## config.mk

```make
export PLATFORM = sky130hd
export DESIGN_NAME = shift_rows_pipe
export DESIGN_NICKNAME = d
export VERILOG_FILES = /design/src/rtl/aes_pkg.sv /design/src/rtl/shift_rows_perm.sv /design/src/rtl/shift_rows_pipe.sv
export SDC_FILE = /design/constraint.sdc
export NUM_CORES = 1
export LEC_CHECK = 0
export ABC_AREA = 1
export CAP_MARGIN = 20
export CORE_ASPECT_RATIO = 0.8
export CORE_MARGIN = 3
export CORE_UTILIZATION = 30
export DETAILED_ROUTE_END_ITERATION = 6
export DONT_BUFFER_PORTS = 1
export SETUP_SLACK_MARGIN = 0.05
export SYNTH_ARGS = -nofsm -noshare
export SYNTH_HDL_FRONTEND = slang
export SYNTH_SLANG_ARGS = --single-unit
```

## constraint.sdc

```tcl
create_clock -name clk -period 1.5 [get_ports clk]
set_input_delay 0 -clock clk [delete_from_list [all_inputs] [get_ports clk]]
set_output_delay 0 -clock clk [all_outputs]
set_load 0.005 [all_outputs]
```

## src/rtl/aes_pkg.sv

```systemverilog
// aes_pkg: shared AES state-width constants and the ShiftRows row-offset helper.
// The state vector type is parameterised per instance (state_t = logic [0:32*NB-1]
// declared inside each module), because a package cannot carry a parameter.
package aes_pkg;

    localparam int unsigned NB_128 = 32'd4;
    localparam int unsigned NB_192 = 32'd6;
    localparam int unsigned NB_256 = 32'd8;

    typedef logic [7:0] byte_t;

    // Rijndael row offset c_r: 0,1,2,3 for Nb=4/6 and 0,1,3,4 for Nb=8.
    function automatic int unsigned shift_ofs(input int unsigned nb, input int unsigned row);
        int unsigned ofs;
        if ((nb == NB_256) && (row >= 32'd2)) begin
            ofs = row + 32'd1;
        end else begin
            ofs = row;
        end
        return ofs;
    endfunction

endpackage

```

## src/rtl/shift_rows_perm.sv

```systemverilog
// shift_rows_perm: purely combinational forward/inverse ShiftRows byte permutation.
// Byte (r,c) sits at bits [8*(r*NB+c) +: 8] of an ascending [0:W-1] vector, so
// byte 0 is the most significant byte.
module shift_rows_perm
    import aes_pkg::*;
#(
    parameter int NB = 4
)
(
    input  logic [0:32*NB-1] data,
    input  logic             inv,
    output logic [0:32*NB-1] perm
);

    // Each output byte is a mux between its forward and inverse source byte.
    for (genvar r = 0; r < 4; r++) begin : g_row
        for (genvar c = 0; c < NB; c++) begin : g_col
            localparam int OFS  = int'(shift_ofs(NB, r));
            localparam int FSRC = (c + OFS) % NB;
            localparam int ISRC = (c - OFS + NB) % NB;
            assign perm[8*(r*NB+c) +: 8] = inv ? data[8*(r*NB+ISRC) +: 8]
                                               : data[8*(r*NB+FSRC) +: 8];
        end
    end

endmodule

```

## src/rtl/shift_rows_pipe.sv

```systemverilog
// shift_rows_pipe: pipelined ShiftRows/InvShiftRows with valid/ready handshake.
// Stage 0 captures the permuted input; later stages are plain delay registers.
// Empty stages never stall upstream (bubble collapse), and in_ready falls through
// combinationally from out_ready so a full pipeline keeps 1 beat/cycle.
// Optional build macro SHIFT_ROWS_PIPE_CNT_EN adds the beat_cnt output, a 16-bit
// wrapping count of completed output transfers that flush does not clear.
module shift_rows_pipe
    import aes_pkg::*;
#(
    parameter int NB          = 4,
    parameter int PIPE_STAGES = 1
)
(
    input  logic             clk,
    input  logic             n_rst,
    input  logic             flush,
    input  logic             in_valid,
    output logic             in_ready,
    input  logic [0:32*NB-1] in_data,
    input  logic             in_inv,
    output logic             out_valid,
    input  logic             out_ready,
    output logic [0:32*NB-1] out_data
`ifdef SHIFT_ROWS_PIPE_CNT_EN
    ,
    output logic [15:0]      beat_cnt
`endif
);

    localparam int W = 32 * NB;
    typedef logic [0:W-1] state_t;

    state_t                 perm_s;
    state_t                 data_r      [PIPE_STAGES];
    state_t                 src_data_s  [PIPE_STAGES];
    logic [PIPE_STAGES-1:0] valid_r;
    logic [PIPE_STAGES-1:0] load_s;
    logic [PIPE_STAGES-1:0] src_valid_s;
    logic                   accept_s;
    logic                   out_xfer_s;

    shift_rows_perm #(
        .NB   (NB)
    ) u_perm (
        .data (in_data),
        .inv  (in_inv),
        .perm (perm_s)
    );

    // A stage may load when it or any stage downstream of it is empty, or out_ready frees the tail.
    always_comb begin : load_chain
        logic hole;
        hole   = out_ready;
        load_s = '0;
        for (int k = PIPE_STAGES - 1; k >= 0; k--) begin
            hole      = hole | ~valid_r[k];
            load_s[k] = hole;
        end
    end

    assign in_ready   = load_s[0] & ~flush;
    assign accept_s   = in_valid & in_ready;
    assign out_valid  = valid_r[PIPE_STAGES-1];
    assign out_data   = data_r[PIPE_STAGES-1];
    assign out_xfer_s = valid_r[PIPE_STAGES-1] & out_ready;

    // Source of each stage: the permuted input for stage 0, the previous stage otherwise.
    always_comb begin
        src_valid_s    = '0;
        src_data_s[0]  = perm_s;
        src_valid_s[0] = accept_s;
        for (int k = 1; k < PIPE_STAGES; k++) begin
            src_data_s[k]  = data_r[k-1];
            src_valid_s[k] = valid_r[k-1];
        end
    end

    // Pipeline registers: flush drops every beat but leaves data contents untouched.
    always_ff @(posedge clk or negedge n_rst) begin
        if (!n_rst) begin
            valid_r <= '0;
            for (int k = 0; k < PIPE_STAGES; k++) begin
                data_r[k] <= '0;
            end
        end else if (flush) begin
            valid_r <= '0;
        end else begin
            for (int k = 0; k < PIPE_STAGES; k++) begin
                if (load_s[k]) begin
                    valid_r[k] <= src_valid_s[k];
                    if (src_valid_s[k]) begin
                        data_r[k] <= src_data_s[k];
                    end
                end
            end
        end
    end

`ifdef SHIFT_ROWS_PIPE_CNT_EN
    logic [15:0] beat_cnt_r;

    // Completed output transfers, wrapping at 16 bits; survives flush.
    always_ff @(posedge clk or negedge n_rst) begin
        if (!n_rst) begin
            beat_cnt_r <= 16'd0;
        end else if (out_xfer_s) begin
            beat_cnt_r <= beat_cnt_r + 16'd1;
        end else begin
            beat_cnt_r <= beat_cnt_r;
        end
    end

    assign beat_cnt = beat_cnt_r;
`endif

endmodule

```

==> qor.yml, run 1 <==
outcome: "finished with violations"
violations: "hold timing"
gr-total-overflow: 0
synth-simple-area-share_pct: 39.70
insertion_delay_ns: 0.42
finish.instance_area_um2: 7571
fin_nets: 950
synth-adder-area-share_pct: 0
first_pass_iters: 4
die_y_um: 133.5
crit_path_frequent_cell: "buf_4"
ys_warn_count: 0
synth_top_family_by_area: "simple AND/OR/NAND/NOR gates"
crit_type: "reg -> reg"
pwr-share-clk_pct: 44.8
grt_pass1_wl_mm: 28.79
wl_per_cell_um: 17.29
p_comb_share_pct: 10.8
layout.cells.non_filler: 1087
io_pins: 264
core-area_um2: 19420
clock.fmax_mhz: 765.0
reg2reg_depth: 6
worstPathRequired_ns: 1.85
numCtsBuffers: 17
peakVddDrop_mv: 0.5164
r2r_slack_ns: 0.19
via_count: 5311
period_minus_slack_ns: 1.307
antenna_found_initial: 0
grt_max_degree: 130
final_common_cell: "nand2_1"
track_usage_pct: 16.62
ys_seq_elements: 129
relSlewSlack_pct: 70.61
path_clk_slew_ns: 0.07
tightest_slew_ns: 0.4409
setup_viol: 0
postCtsHoldBufs: 65
dieArea_um2: 22060
synthMuxAreaShare_pct: 0
yosysSeqAreaShare_pct: 52.99
grt_use_met3_pct: 7.460
critPathArrivalTime_ns: 1.66
tns_ns: 0
seqPwrFrac_pct: 44.4
fin_crit_sh_pct: 87.14
synth_xor_area_share_pct: 0
drv_slew: 0
endpoint_kind: "flop"
p_leak_nw: 4.000
synthCells: 774
swShare_pct: 26.92
synth_compound_area_share_pct: 0.2259
slowest_stage: "dfrtp_2"
p_int_w: 0.007463
hold_ws_ns: -0.7277
syn-cell-area_um2: 6092
met1_usage_pct: 20.40
drtIter0Drc: 304
placed_cell_area_um2: 6210
cts_buffer_depth: 2
finalPower_w: 0.01021
gr-usage-met2_pct: 26.29
fp.dieW_um: 165.3
path_cells: "a21oi_4, buf_12, buf_4, buf_4, nand3_1, nand2_1"
r2r-start: "out_valid"
worstReg2RegEnd: "out_data[47]"
synth_nets: 908
fin_skew_ns: 0.01125
p_per_area_nw_per_um2: 1349
antenna_cells: 0
grt_pass1_vias: 5247
power_switching_w: 0.002748
dp.cells: 985
drc_errors: 0
cap_violations: 0
rsz0062_at_grt: "no"
postRouteWirelength_mm: 18.80
cts-root-buf: "clkbuf_16"
hold_path.class: "in -> async"
drive_gt1_share_pct: 6.996
cp_max_fo: 10
cts_tree: "built"
placementRows: 45
critPathLaunchType: "flop"
critPathMaxStageDelay_ns: 0.44
synth.distinct_cells: 14
port_buffers: 0
syn_to_final_growth_pct: 24.28
final_cell_mix: "nand2_1 (448), dfrtp_1 (128), dlygate4sd3_1 (65), nand4_1 (64), nand3_1 (64)"
final_util_pct: 38.98
hold_violations: 257
cts_sinks: 129
syn_avg_cell_area_um2: 7.871
grt_busiest_layer: "met2"
dp_hpwl_mm: 11.33
globalplace.congestion: 0.7333
ant_nets: 0
initial_utilization_pct: 31.36
cts_max_level: 4
viasPerCell: 4.886
[logic make-up (layout without fill, tap and decap cells)]
kind of cell           Yosys count  count (layout)
DFF                            129             129
and+or+nand+nor                578             578
AOI/OAI and AO/OA                2               2
buffers and inverters           65             120
[synthesized netlist by cell type, drive strengths merged]
library cell / number / share of area, %
nand2: 449 / 28
o21ai: 1 / 0.082
clkbuf: 1 / 0.062
nand4: 64 / 6.6
dfrtp: 129 / 53
a21oi: 1 / 0.14
nand3: 65 / 5.4
inv: 3 / 0.18
buf: 61 / 6.8
[layer usage]
layer | routed length (um) | share of wire, %
met2 | 8734 | 46
met5 | 0 | 0
met3 | 2033 | 11
met4 | 250 | 1.3
met1 | 7781 | 41
[worst max-delay path: cells and delay by family, from the launching register on]
| kind | cells | cell delay, ns |
|---|---|---|
| flops | 1 | 0.44 |
| simple gates | 2 | 0.13 |
| buf+inv | 3 | 0.49 |
| compound gates | 1 | 0.18 |
[power by group through the flow]
stage / clock network, W / logic [W] / registers, W
CTS: 0.00466 / 0.00111 / 0.00454
floorplan: 0 / 0.000858 / 0.00440
detailed placement: 0 / 0.000950 / 0.00459
global route: 0.00484 / 0.00128 / 0.00461
global placement: 0 / 0.000898 / 0.00460
finish: 0.00457 / 0.00111 / 0.00453
[cell type report]
cell class              count  area (um2)
inverters                   3       11.26
multi-input cells         580        2447
repair buffers             85       913.4
flip-flops and latches    129        3229
clock buffers              20       466.7
well taps                 258       322.8
clock inverters            12       180.2
fillers                  1963       11850
[through the flow]
stage	setup WS [ns]	hold slack, ns
after floorplan	0.4014	-0.2956
after global placement	0.2388	-0.2928
after detailed placement	0.2005	-0.2927
after CTS	0.05055	-0.7450
after global routing	0.1058	-0.7567
final	0.1929	-0.7277
[how the worst max path moves through the flow]
stage | end | depth (start not counted) | slack (ns) | startpoint
6_report | out_data[47] | 6 | 0.19 | out_valid
5_1_grt | out_data[97] | 6 | 0.11 | out_valid
4_1_cts | in_ready | 3 | 0.05 | out_valid
3_5_place_dp | out_data[33] | 5 | 0.20 | out_valid
3_3_place_gp | out_data[39] | 5 | 0.24 | out_valid
2_1_floorplan | out_data[18] | 6 | 0.40 | out_valid
[state kept, by name (all words and copies together), names as in the netlist]
name,cells
out_valid,1
out_data,128
[timing repair]
item / in CTS / in global routing
gates resized for setup: 0 / 1
endpoints found under the hold margin: 258 / 257
setup endpoints to repair: 1 / 1
pin swaps: 1 / 0
buffers inserted: 1 / 3
gates cloned: 1 / 0
(Power assumes the default switching activity.)
==> inputs of run 2 (changes only) <==
Settings changed: ABC_AREA 1 to unset.
==> run 2 against run 1 <==
Against the previous run:
- the flow now stops in clock tree synthesis (4_1_cts)
- synthesized cell count down 55%
- synthesized area down 6.7%
==> qor.yml, run 2 <==
pre_cts_slack_ns: -0.1405  # -0.3409 ns
synth_edf_count: 0  # unchanged
firstError: "[ERROR RSZ-0060] Max buffer count reached."
synth_top_area_share_pct: 56.79  # +3.8 points
postCtsHoldBufs: 127  # +95%
die_y_um: 129.1  # -3.3%
synth.distinct_cells: 8  # -6
syn_avg_cell_area_um2: 16.38  # +110%
numCtsBuffers: 17  # unchanged
synthCells: 347  # -55%
synth_nets: 481  # -47%
yosysSeqAreaShare_pct: 56.79  # +3.8 points
ys_warn_count: 0  # unchanged
synthTopCellsByCount: "mux2_2 (192), dfrtp_1 (129), buf_6 (18)"
syn-cell-area_um2: 5684  # -6.7%
synth-main-ff-cell: "dfrtp_1"
cts_sinks: 129  # unchanged
yosysMostFrequentCell: "mux2_2"
initial_utilization_pct: 30.91  # -0.45 points
cts-root-buf: "clkbuf_16"
dp_hpwl_mm: 8.783  # -23%
outcome: "did not finish"
ys_seq_elements: 129  # unchanged
outcome.stop_stage: "clock tree synthesis (4_1_cts)"
cts_resized: 2  # +2
fp.dieW_um: 159.9  # -3.3%
synth_top_cell_by_area: "dfrtp_1"
ys_async_sr_fraction_pct: 100.0  # unchanged
cts_max_level: 4  # unchanged
cts_setup_buffers: 1  # unchanged
port_buffers: 0  # unchanged
synth_area_leaders: "dfrtp_1 (57%), mux2_2 (38%), buf_6 (3.6%)"
io_pins: 264  # unchanged
cts_buffer_depth: 2  # unchanged
globalplace.congestion: 0.7015  # -4.3%
placementRows: 44  # -2.2%
==> run 2: cell types whose count changed after synthesis, sizes merged, moves of 40 or more <==
cell and delta:
nand4 -64, buf -40, nand3 -65, nand2 -449, mux2 +192
==> run 2: cell families after synthesis <==
group	after synthesis	synth area share [%]
buffers and inverters	21	4.402
DFF	129	56.79
and+or+nand+nor	5	0.7704
muxes	192	38.04
==> run 2: per-stage QoR <==
step	util, %	cells	hold slack [ns]	area, um2	setup TNS, ns
after floorplan	-	347	-0.2956	5842	0
after global placement	32.87	593	-0.2922	6043	-8.838
after detailed placement	32.87	593	-0.2922	6043	-11.55
==> inputs of run 3 (changes only) <==
Settings changed: CORE_ASPECT_RATIO 0.8 to unset, CORE_UTILIZATION 30 to 20, PLACE_DENSITY_LB_ADDON set to 0.15, SETUP_SLACK_MARGIN 0.05 to unset.
==> run 3 against run 2 <==
Against the previous run:
- the flow again stops in clock tree synthesis (4_1_cts)
- synthesized cell count unchanged
- synthesized area unchanged
==> qor.yml, run 3 <==
numCtsBuffers: 17  # unchanged
synth_nets: 481  # unchanged
fp.dieW_um: 174.6  # +9.2%
io_pins: 264  # unchanged
cts_max_level: 4  # unchanged
yosysSeqAreaShare_pct: 56.79  # unchanged
ys_async_sr_fraction_pct: 100.0  # unchanged
cts_sinks: 129  # unchanged
synth-main-ff-cell: "dfrtp_1"
synth_top_area_share_pct: 56.79  # unchanged
synth_edf_count: 0  # unchanged
synthCells: 347  # unchanged
cts-root-buf: "clkbuf_16"
ys_warn_count: 0  # unchanged
globalplace.congestion: 0.6705  # -4.4%
port_buffers: 0  # unchanged
cts_setup_buffers: 6  # +5
pre_cts_slack_ns: -0.2145  # -0.07405 ns
cts_buffer_depth: 2  # unchanged
outcome.stop_stage: "clock tree synthesis (4_1_cts)"
yosysMostFrequentCell: "mux2_2"
synth_top_cell_by_area: "dfrtp_1"
dp_hpwl_mm: 9.295  # +5.8%
placementRows: 61  # +39%
synthTopCellsByCount: "mux2_2 (192), dfrtp_1 (129), buf_6 (18)"
synth_area_leaders: "dfrtp_1 (57%), mux2_2 (38%), buf_6 (3.6%)"
cts_resized: 28  # +26
die_y_um: 174.6  # +35%
firstError: "[ERROR RSZ-0060] Max buffer count reached."
initial_utilization_pct: 20.35  # -11 points
postCtsHoldBufs: 152  # +20%
synth.distinct_cells: 8  # unchanged
syn-cell-area_um2: 5684  # unchanged
syn_avg_cell_area_um2: 16.38  # unchanged
ys_seq_elements: 129  # unchanged
outcome: "did not finish"
run 3: metrics by stage:
stage                     instances  area [um2]  utilization [%]
after floorplan                 347        5684                -
after detailed placement        712        6005            21.50
after global placement          712        6005            21.50
run 3: logic make-up after synthesis:
kind of cell,count (synthesis),synth area share [%]
AND/OR/NAND/NOR,5,0.7704
flip-flops,129,56.79
buffers and inverters,21,4.402
multiplexers,192,38.04
